--- config.mk ---
export PLATFORM = sky130hd
export DESIGN_NAME = readout_seq
export DESIGN_NICKNAME = d
export VERILOG_FILES = /design/src/rtl/cam_pkg.sv /design/src/rtl/cycle_timer.sv /design/src/rtl/readout_seq.sv
export SDC_FILE = /design/constraint.sdc
export NUM_CORES = 1
export LEC_CHECK = 0
export BUFFER_PORTS_ARGS = -buffer_cell sky130_fd_sc_hd__buf_2
export CORE_MARGIN = 2
export CORE_UTILIZATION = 48
export DETAILED_ROUTE_END_ITERATION = 6
export PLACE_DENSITY = 0.84
export SYNTH_ARGS = -nofsm -noshare
export SYNTH_HDL_FRONTEND = slang
export SYNTH_SLANG_ARGS = --single-unit
--- constraint.sdc ---
create_clock -name Clk -period 2 [get_ports Clk]
set_input_delay 0.6 -clock Clk [delete_from_list [all_inputs] [get_ports Clk]]
set_output_delay 0.6 -clock Clk [all_outputs]
set_load 0.01 [all_outputs]
--- src/rtl/cam_pkg.sv ---
// Shared types and defaults for the camera readout path.
package cam_pkg;

  localparam int W_DEF       = 8;
  localparam int SETTLE_DEF  = 2;
  localparam int HOLD_DEF    = 1;
  localparam int TIMEOUT_DEF = 15;

  localparam logic ROW1 = 1'b0;
  localparam logic ROW2 = 1'b1;

  typedef enum logic [2:0] {
    ST_IDLE,
    ST_SETTLE,
    ST_CONV,
    ST_WAIT,
    ST_HOLD,
    ST_GAP,
    ST_DONE
  } rd_state_t;

  function automatic int max3(input int a, input int b, input int c);
    int m;
    m = (a > b) ? a : b;
    return (m > c) ? m : c;
  endfunction

endpackage

--- src/rtl/cycle_timer.sv ---
// Loadable down-counter with zero flag; shared by the settle, hold and timeout intervals.
module cycle_timer #(
  parameter int TW = 4
) (
  input  logic          clk_i,
  input  logic          rst_i,
  input  logic          load_i,
  input  logic [TW-1:0] val_i,
  output logic          zero_o
);

  logic [TW-1:0] cnt_q;

  always_ff @(posedge clk_i) begin
    if (rst_i)
      cnt_q <= '0;
    else if (load_i)
      cnt_q <= val_i;
    else if (cnt_q != '0)
      cnt_q <= cnt_q - 1'b1;
  end

  assign zero_o = (cnt_q == '0);

endmodule

--- src/rtl/readout_seq.sv ---
// 2x2 pixel array readout sequencer: row select, ADC strobe, done/timeout
// handshake and valid-qualified row sample output.
module readout_seq
  import cam_pkg::*;
#(
  parameter int W       = W_DEF,
  parameter int SETTLE  = SETTLE_DEF,
  parameter int HOLD    = HOLD_DEF,
  parameter int TIMEOUT = TIMEOUT_DEF
) (
  input  logic           Clk,
  input  logic           Reset,
  input  logic           Start,
  input  logic           Adc_done,
  input  logic [2*W-1:0] Adc_data,
  output logic           NRE_R1,
  output logic           NRE_R2,
  output logic           ADC,
  output logic [2*W-1:0] Pix_data,
  output logic           Pix_row,
  output logic           Pix_valid,
  output logic           Busy,
  output logic           Done,
  output logic           Err
);

  localparam int TMAX = max3(SETTLE, HOLD, TIMEOUT);
  localparam int TW   = $clog2(TMAX + 1);

  rd_state_t      state_q, state_d;
  logic           row_q, abort_q, err_q;
  logic           pix_valid_q, pix_row_q;
  logic [2*W-1:0] pix_data_q;
  logic           tmr_load, tmr_zero;
  logic [TW-1:0]  tmr_val;
  logic           row_sel;

  cycle_timer #(.TW(TW)) u_timer (
    .clk_i  (Clk),
    .rst_i  (Reset),
    .load_i (tmr_load),
    .val_i  (tmr_val),
    .zero_o (tmr_zero)
  );

  always_ff @(posedge Clk) begin
    if (Reset)
      state_q <= ST_IDLE;
    else
      state_q <= state_d;
  end

  always_comb begin
    state_d = state_q;
    case (state_q)
      ST_IDLE:   if (Start) state_d = ST_SETTLE;
      ST_SETTLE: if (tmr_zero) state_d = ST_CONV;
      ST_CONV:   state_d = ST_WAIT;
      ST_WAIT: begin
        if (Adc_done)      state_d = ST_HOLD;
        else if (tmr_zero) state_d = ST_GAP;
      end
      ST_HOLD:   if (tmr_zero) state_d = ST_GAP;
      ST_GAP:    state_d = (row_q == ROW1 && !abort_q) ? ST_SETTLE : ST_DONE;
      ST_DONE:   state_d = ST_IDLE;
      default:   state_d = ST_IDLE;
    endcase
    // The timer is reloaded on every state entry, so each interval counts N-1 down to zero.
    tmr_load = (state_d != state_q);
    case (state_d)
      ST_SETTLE: tmr_val = TW'(SETTLE - 1);
      ST_WAIT:   tmr_val = TW'(TIMEOUT - 1);
      ST_HOLD:   tmr_val = TW'(HOLD - 1);
      default:   tmr_val = '0;
    endcase
  end

  always_ff @(posedge Clk) begin
    if (Reset) begin
      row_q       <= ROW1;
      abort_q     <= 1'b0;
      err_q       <= 1'b0;
      pix_valid_q <= 1'b0;
      pix_row_q   <= 1'b0;
      pix_data_q  <= '0;
    end else begin
      pix_valid_q <= 1'b0;
      case (state_q)
        ST_IDLE: begin
          if (Start) begin
            row_q   <= ROW1;
            abort_q <= 1'b0;
            err_q   <= 1'b0;
          end
        end
        ST_WAIT: begin
          if (Adc_done) begin
            pix_data_q  <= Adc_data;
            pix_row_q   <= row_q;
            pix_valid_q <= 1'b1;
          end else if (tmr_zero) begin
            err_q   <= 1'b1;
            abort_q <= 1'b1;
          end
        end
        ST_GAP: begin
          if (row_q == ROW1 && !abort_q) row_q <= ROW2;
        end
        default: ;
      endcase
    end
  end

  always_comb begin
    row_sel   = (state_q == ST_SETTLE) || (state_q == ST_CONV) ||
                (state_q == ST_WAIT)   || (state_q == ST_HOLD);
    NRE_R1    = !(row_sel && row_q == ROW1);
    NRE_R2    = !(row_sel && row_q == ROW2);
    ADC       = (state_q == ST_CONV);
    Busy      = (state_q != ST_IDLE);
    Done      = (state_q == ST_DONE);
    Pix_valid = pix_valid_q;
    Pix_row   = pix_row_q;
    Pix_data  = pix_data_q;
    Err       = err_q;
  end

endmodule

==> flow_metrics.py, run 1 <==
metrics = {
    "power": {
        "power.leakage_uw": 0.000666,
        "ir_worst_vdd_v": 0.000705,
        "powerDensity_mw_per_mm2": 1110,
        "power.total_uw": 1710,
    },
    "timing": {
        "min_period_ns": 1.89,
        "fin_crit_sh": 0.947,
        "slew_headroom": 0.618,
        "fin_setup_tns_ns": 0,
        "max_freq_mhz": 528,
        "hold_violations": 0,
        "setup_viol": 0,
        "clock-skew-final_ns": 0.00591,
        "worstMarginPinSlew_ns": 0.571,
        "whs_ns": 0.461,
        "maxSlewViolCount": 0,
    },
    "cts": {
        "cts-root-buf": "clkbuf_4",
        "clkSinkCount": 27,
        "cts_buffers": 3,
        "cts_buffer_depth": 2,
        "h-tree-depth": 1,
        "clk_pin_slew_ns": 0.14,
        "clk_latency_ns": 0.32,
        "cts_hold_buf": 0,
        "cts_tree": "built",
    },
    "worst_setup_path": {
        "cp.required_ns": 1.40,
        "arrival_ns": 1.29,
        "critical_path.max_fanout": 14,
        "cp-start-kind": "flip-flop",
        "criticalPathCategory": "reg2out",
        "worst_setup_path_end_kind": "output pin",
        "r2r_start": "u_timer.cnt_q[0]",
        "crit_start": "state_q[2]",
    },
    "die": {
        "initial_utilization": 0.508,
        "num_rows": 18,
        "core_area_sq_mm": 0.00248,
        "num_io_pins": 44,
        "dieWidth_um": 55.2,
        "die_h_um": 55.2,
        "die-area_sq_mm": 0.00305,
    },
    "drt": {
        "dr.pass1.iters": 4,
        "vias": 1184,
        "vias_per_cell": 5.08,
        "drc": 0,
        "wl_mm": 2.61,
        "ant_nets": 0,
        "wl_per_cell_um": 11.2,
        "drt_iter0_drc": 12,
    },
    "placement": {
        "hpwl_mm": 1.91,
        "gp_congestion": 0.898,
        "dpl_cell_area_sq_mm": 0.00148,
        "port_buffers": 43,
    },
    "run_status": {
        "status": "completed",
    },
    "synthesis": {
        "ys_seq_area_frac": 0.430,
        "synth-seq-cells": 27,
        "yosys_warnings": 0,
        "syn_area_per_cell_sq_um": 7.76,
        "synth_cell_types": 37,
        "synth.net_count": 183,
        "yosys.area.top_type": "dfxtp_1",
        "syn_area_sq_mm": 0.00126,
        "synth.top_cell.area_share": 0.430,
        "synth_area_leaders": "dfxtp_1 (43%), nand2_1 (13%), a21oi_1 (9.2%)",
        "syn_inst": 162,
    },
    "global_route": {
        "grt_max_degree": 27,
        "antenna_found_initial": 0,
        "grt_pass1_wl_mm": 3.80,
        "grt_overflow": 0,
        "grtUsageTotal": 0.167,
        "grt_pass1_vias": 925,
    },
    "final_layout": {
        "drive_gt1_frac": 0.296,
        "syn_to_final_growth_pct": 22.7,
        "diodes": 0,
        "final_cell_area_sq_mm": 0.00154,
        "layout.nets": 225,
        "layout_common_cells": "nand2_1 (43), buf_2 (43), dfxtp_1 (24), a21oi_1 (23), nor2_1 (11)",
    },
    "min_path": {
        "hold_start": "Pix_data[6]",
        "hold_path.class": "reg2reg",
    },
    "job": {
        "maxCapViolCount": 0,
    },
}
registers in the layout, indices dropped and copies added (netlist names):
name and cells:
state_q 3, Pix_row 1, Err 1, row_q 1, Pix_valid 1, u_timer.cnt_q 4, Pix_data 16
timing repair:
action                     CTS  global route
setup endpoints to repair    2             4
buffers inserted             0             1
resized for setup            2             7
Yosys cell counts:
cell,instances
a21o_1,2
o32a_1,1
nor3b_1,2
and4_1,1
nor4bb_1,1
and3_1,1
buf_2,4
xnor2_1,2
and2_1,1
nor2b_1,3
buf_4,2
nor3b_4,1
o22ai_1,1
nor2_2,1
buf_6,1
or3_1,1
nor4b_1,1
o21bai_1,1
o21ai_0,5
o21a_1,3
o21ai_1,1
clkbuf_1,5
xor2_1,2
nor3_1,1
nand2_1,43
a21oi_1,23
dfxtp_1,27
and4bb_1,1
a211oi_1,1
inv_1,3
nand3_1,1
ha_1,1
a31oi_1,1
nand2b_1,2
a311oi_1,1
nor2_1,12
o2bb2ai_1,2
cell families after synthesis:
kind of cell	synth area share
AO/OA/AOI/OAI	0.196
XOR/XNOR	0.0279
adder cells (fa/ha/maj)	0.00995
buffers and inverters	0.0607
flip-flops	0.430
AND/OR/NAND/NOR	0.276
layout make-up:
type	instances	area [sq um]
Tap cell	30	37.5
Sequential cell	27	552
Fill cell	253	935
Clock buffer	3	22.5
Timing Repair Buffer	49	264
Clock inverter	1	7.51
Inverter	3	11.3
Multi-Input combinational cell	120	648
layer usage:
metal | vias up | GRT usage | part of all wire
met5 | - | 0 | 0
met4 | 0 | 0.0285 | 0.0015
met3 | 2 | 0.0484 | 0.060
met2 | 36 | 0.296 | 0.51
met1 | 523 | 0.202 | 0.43
li1 | 623 | - | -
per-stage QoR:
step	worst slack (ns)	utilization	instances
after floorplan	0.330	-	162
after global placement	0.338	0.598	228
after detailed placement	0.317	0.598	228
after CTS	0.00778	0.612	232
after global routing	-0.00145	0.623	233
final	0.105	0.623	233
final timing paths:
path,endpoint,slack (ns),cells after the start
worst max-delay path,Busy,0.11,3
worst min-delay path,Pix_data[6],0.46,2
worst max register to register,state_q[1],0.27,8
worst min register to register,Pix_data[6],0.46,2
critical path: stages (launching register included):
cell,delay [ns]
dfxtp_4,0.39
buf_6,0.14
or3_1,0.29
buf_2,0.14
report_power, final:
| part | internal [uW] | switching, uW | total, uW | leakage (uW) |
|---|---|---|---|---|
| clock | 76.4 | 158 | 235 | 0.0000139 |
| combinational | 375 | 380 | 756 | 0.000432 |
| sequential | 618 | 103 | 721 | 0.000221 |
No activity file was read; power rests on OpenSTA's default activity.
==> run 2: changes to the inputs <==
--- a/config.mk
+++ b/config.mk
@@ -9,7 +9,7 @@
 export CORE_MARGIN = 2
 export CORE_UTILIZATION = 48
 export DETAILED_ROUTE_END_ITERATION = 6
-export PLACE_DENSITY = 0.84
+export PLACE_DENSITY = 0.75
 export SYNTH_ARGS = -nofsm -noshare
 export SYNTH_HDL_FRONTEND = slang
 export SYNTH_SLANG_ARGS = --single-unit
==> flow_metrics.py, run 2 (same netlist as run 1, synthesis figures left out) <==
metrics = {
    "worst_setup_path": {
        "crit_family": "flip-flops",
        "critical_path.max_fanout": 14,
        "cp_slowest_cell": "dfxtp_4",
        "path_buf_inv": 1,
        "cp-start-kind": "flip-flop",
        "worst_setup_path_end_kind": "output pin",
        "criticalPathCategory": "reg2out",
        "arrival_ns": 1.26,
        "cp.required_ns": 1.40,
        "crit_path_cell_trace": "or3_1 > buf_2",
        "max_stage_delay_ns": 0.42,
    },
    "cts": {
        "cts_buffer_depth": 2,
        "clk_latency_ns": 0.32,
        "clk_pin_slew_ns": 0.14,
        "h-tree-depth": 1,
        "cts_tree": "built",
        "clkSinkCount": 27,
        "cts-root-buf": "clkbuf_4",
        "cts_hold_buf": 0,
        "cts_buffers": 3,
    },
    "timing": {
        "rsz0062_at_grt": "false",
        "hold_violations": 0,
        "fin_setup_tns_ns": 0,
        "min_period_ns": 1.86,
        "setup_viol": 0,
        "maxSlewViolCount": 0,
        "max_freq_mhz": 537,
        "fin_crit_sh": 0.931,
        "slew_headroom": 0.620,
        "clock-skew-final_ns": 0.00596,
        "worstMarginPinSlew_ns": 0.568,
    },
    "die": {
        "dieWidth_um": 55.2,
        "die-area_sq_mm": 0.00305,
        "num_rows": 18,
        "initial_utilization": 0.508,
        "num_io_pins": 44,
        "die_h_um": 55.2,
        "core_area_sq_mm": 0.00248,
    },
    "final_layout": {
        "layout_common_cells": "nand2_1 (43), buf_2 (43), dfxtp_1 (24), a21oi_1 (23), nor2_1 (11)",
        "nFillCells": 234,
        "largest_reg_flops": 16,
        "diodes": 0,
        "layout.nets": 223,
        "syn_to_final_growth_pct": 20.8,
        "finalNonFillerCells": 231,
        "finalCoreUtilization": 0.613,
        "drive_gt1_frac": 0.284,
    },
    "drt": {
        "wl_per_cell_um": 11.6,
        "drt_iter0_drc": 12,
        "vias": 1218,
        "vias_per_cell": 5.27,
        "wl_mm": 2.69,
        "ant_nets": 0,
        "dr.pass1.iters": 4,
        "drc": 0,
    },
    "global_route": {
        "grt_pass1_vias": 1009,
        "grt_pass1_wl_mm": 4.13,
        "grt_overflow": 0,
        "grt_max_degree": 27,
        "grtUsageTotal": 0.188,
        "antenna_found_initial": 0,
    },
    "placement": {
        "hpwl_mm": 2.03,
        "port_buffers": 43,
        "gp_congestion": 0.773,
        "placed_cells": 227,
    },
    "job": {
        "maxCapViolCount": 0,
    },
    "min_path": {
        "hold_path.class": "reg2reg",
    },
    "power": {
        "ir_worst_vdd_v": 0.000935,
        "powerDensity_mw_per_mm2": 1140,
        "power.leakage_uw": 0.000657,
    },
    "run_status": {
        "status": "completed",
    },
}
==> run 2: layout make-up <==
cell class              count  area [sq um]  area share
multi-input cells         120           648       0.427
inverters                   3          11.3     0.00741
repair buffers             47           245       0.161
well taps                  30          37.5      0.0247
flip-flops and latches     27           549       0.362
clock inverters             1          5.00     0.00329
clock buffers               3          22.5      0.0148
==> run 2: metal layers <==
| layer | GRT usage | part of all wire | up-vias | routed length (um) |
|---|---|---|---|---|
| met5 | 0 | 0 | - | 0 |
| met2 | 0.345 | 0.50 | 46 | 1350 |
| li1 | - | - | 627 | - |
| met1 | 0.213 | 0.41 | 543 | 1110 |
| met3 | 0.0645 | 0.081 | 2 | 217 |
| met4 | 0.0285 | 0.0037 | 0 | 10 |
==> run 2: worst min-delay path, stage by stage, from the launching register on <==
cell and delay, ns:
dfxtp_1 0.33, nand2_1 0.05, a21oi_1 0.05
==> run 2: power breakdown <==
group | internal, uW | total, uW | switching (uW)
clock | 74.9 | 232 | 157
sequential | 618 | 736 | 117
combinational | 373 | 757 | 384
==> run 2: per-stage QoR <==
| step | instance area, sq um | worst slack [ns] | hold WS (ns) | total power, uW |
|---|---|---|---|---|
| final | 1520 | 0.139 | 0.462 | 1720 |
| after detailed placement | 1480 | 0.202 | 0.445 | 1470 |
| after CTS | 1510 | 0.0544 | 0.464 | 1710 |
| after floorplan | 1260 | 0.330 | 0.481 | 1300 |
| after global placement | 1480 | 0.275 | 0.438 | 1440 |
| after global routing | 1520 | 0.0111 | 0.474 | 1860 |
==> run 2: path summary, 6_finish.rpt <==
kind	endpoint	slack [ns]	cells past startpoint	from
setup / recovery	Busy	0.14	2	state_q[1]
hold / removal	Pix_data[9]	0.46	2	Pix_data[9]
setup reg to reg	state_q[1]	0.26	8	u_timer.cnt_q[0]
hold reg to reg	Pix_data[9]	0.46	2	Pix_data[9]
==> run 2: what timing repair did <==
action,in CTS,in global routing
endpoints found under the setup margin,2,2
gates resized for setup,3,4
setup buffers,0,0
==> run 3: changes to the inputs <==
--- a/config.mk
+++ b/config.mk
@@ -9,6 +9,7 @@
 export CORE_MARGIN = 2
 export CORE_UTILIZATION = 48
 export DETAILED_ROUTE_END_ITERATION = 6
+export MAX_ROUTING_LAYER = met4
 export PLACE_DENSITY = 0.75
 export SYNTH_ARGS = -nofsm -noshare
 export SYNTH_HDL_FRONTEND = slang
==> flow_metrics.py, run 3 (same netlist as run 1, synthesis figures left out) <==
metrics = {
    "run_status": {
        "status": "completed",
    },
    "die": {
        "dieWidth_um": 55.2,
        "die_h_um": 55.2,
        "core_area_sq_mm": 0.00248,
        "num_rows": 18,
        "die-area_sq_mm": 0.00305,
        "initial_utilization": 0.508,
        "num_io_pins": 44,
    },
    "timing": {
        "max_freq_mhz": 537,
        "rsz0062_at_grt": "false",
        "setup_viol": 0,
        "worstMarginPinSlew_ns": 0.564,
        "hold_violations": 0,
        "finalWorstSetupSlack_ns": 0.137,
        "fin_crit_sh": 0.932,
        "slew_headroom": 0.623,
        "fin_setup_tns_ns": 0,
        "min_period_ns": 1.86,
        "clock-skew-final_ns": 0.00547,
        "maxSlewViolCount": 0,
    },
    "worst_setup_path": {
        "timing.rr.end": "state_q[1]",
        "criticalPathCategory": "reg2out",
        "worst_setup_path_end_kind": "output pin",
        "arrival_ns": 1.26,
        "r2r_slack_ns": 0.26,
        "cp.required_ns": 1.40,
        "rr_worst_depth": 8,
        "max_stage_delay_ns": 0.42,
        "crit_path_cell_trace": "or3_1 > buf_2",
        "r2r_start": "u_timer.cnt_q[0]",
        "cp_slowest_cell": "dfxtp_4",
        "critical_path.max_fanout": 14,
        "cp-start-kind": "flip-flop",
    },
    "drt": {
        "wl_per_cell_um": 11.6,
        "drt_iter0_drc": 12,
        "dr.pass1.iters": 4,
        "wl_met2_mm": 1.35,
        "vias_per_cell": 5.26,
        "wl_met3_um": 221,
        "vias": 1216,
        "drc": 0,
        "met1_length_mm": 1.10,
        "wl_mm": 2.68,
        "routed.top_layer": "met4",
        "ant_nets": 0,
    },
    "cts": {
        "clkSinkCount": 27,
        "cts-root-buf": "clkbuf_4",
        "cts_buffers": 3,
        "clk_latency_ns": 0.32,
        "clk_pin_slew_ns": 0.14,
        "h-tree-depth": 1,
        "cts_hold_buf": 0,
        "cts_buffer_depth": 2,
        "cts_tree": "built",
    },
    "placement": {
        "gp_congestion": 0.783,
        "placed_cells": 227,
        "place_worst_setup_slack_ns": 0.202,
        "hpwl_mm": 2.03,
        "port_buffers": 43,
        "dpl_cell_area_sq_mm": 0.00148,
    },
    "power": {
        "ir_worst_vdd_v": 0.000932,
        "powerDensity_mw_per_mm2": 1130,
        "power.total_uw": 1720,
        "power.leakage_uw": 0.000657,
    },
    "global_route": {
        "grt_max_degree": 27,
        "grt_pass1_wl_mm": 4.13,
        "grt_pass1_vias": 1008,
        "antenna_found_initial": 0,
        "grt_overflow": 0,
        "grtUsageTotal": 0.193,
    },
    "job": {
        "maxCapViolCount": 0,
    },
    "min_path": {
        "hold-path-endpoint": "Pix_data[9]",
        "hold_start": "Pix_data[9]",
        "hold_path.class": "reg2reg",
        "holdPathStages": 2,
    },
    "final_layout": {
        "finalNonFillerCells": 231,
        "diodes": 0,
        "syn_to_final_growth_pct": 20.8,
        "layout.nets": 223,
        "largest_reg_flops": 16,
        "final_cell_area_sq_mm": 0.00152,
        "layout_common_cells": "nand2_1 (43), buf_2 (43), dfxtp_1 (24), a21oi_1 (23), nor2_1 (11)",
        "drive_gt1_frac": 0.284,
    },
}
-- run 3: cell counts in the layout (fill, tap and decap cells not counted) --
Identical to the previous run, type by type.
-- run 3: worst max path at each step --
stage                     startpoint               end  slack (ns)  cells after the start
floorplan                 state_q[2]               ADC        0.33                      3
global placement    u_timer.cnt_q[0]        state_q[1]        0.28                      8
detailed placement        state_q[2]  u_timer.cnt_q[0]        0.20                      5
CTS                       state_q[1]            NRE_R2        0.05                      4
global route              state_q[2]            NRE_R2        0.01                      3
finish                    state_q[1]              Busy        0.14                      2
-- run 3: per-stage QoR --
| stage | utilization | hold slack, ns |
|---|---|---|
| after global routing | 0.613 | 0.474 |
| after detailed placement | 0.595 | 0.445 |
| after floorplan | - | 0.481 |
| final | 0.613 | 0.462 |
| after CTS | 0.608 | 0.464 |
| after global placement | 0.595 | 0.438 |
-- run 3: worst max-delay path, delay by kind of cell, from the launching register on --
family	cells	cell delay (ns)
flops	1	0.42
simple gates	1	0.38
buf+inv	1	0.15
-- run 3: timing repair --
item / CTS / global route
setup buffers: 0 / 0
resized for setup: 3 / 4
endpoints found under the setup margin: 2 / 2
-- run 3: report_power, final --
group	internal (uW)	switching, uW	leakage (uW)
Clock	74.9	156	0.0000177
Sequential	618	118	0.000220
Combinational	373	383	0.000418
Total	1070	657	0.000657
-- run 3: routing by layer --
metal	track usage	vias to the layer above
met5	-	-
met4	0.0285	0
met3	0.0645	2
met2	0.345	44
met1	0.213	544
li1	-	626
-- run 3: layout make-up --
| type | instances | area, sq um |
|---|---|---|
| Sequential cell | 27 | 549 |
| Multi-Input combinational cell | 120 | 648 |
| Clock buffer | 3 | 22.5 |
| Timing Repair Buffer | 47 | 245 |
| Clock inverter | 1 | 5.00 |
| Tap cell | 30 | 37.5 |
| Inverter | 3 | 11.3 |
| Fill cell | 234 | 958 |
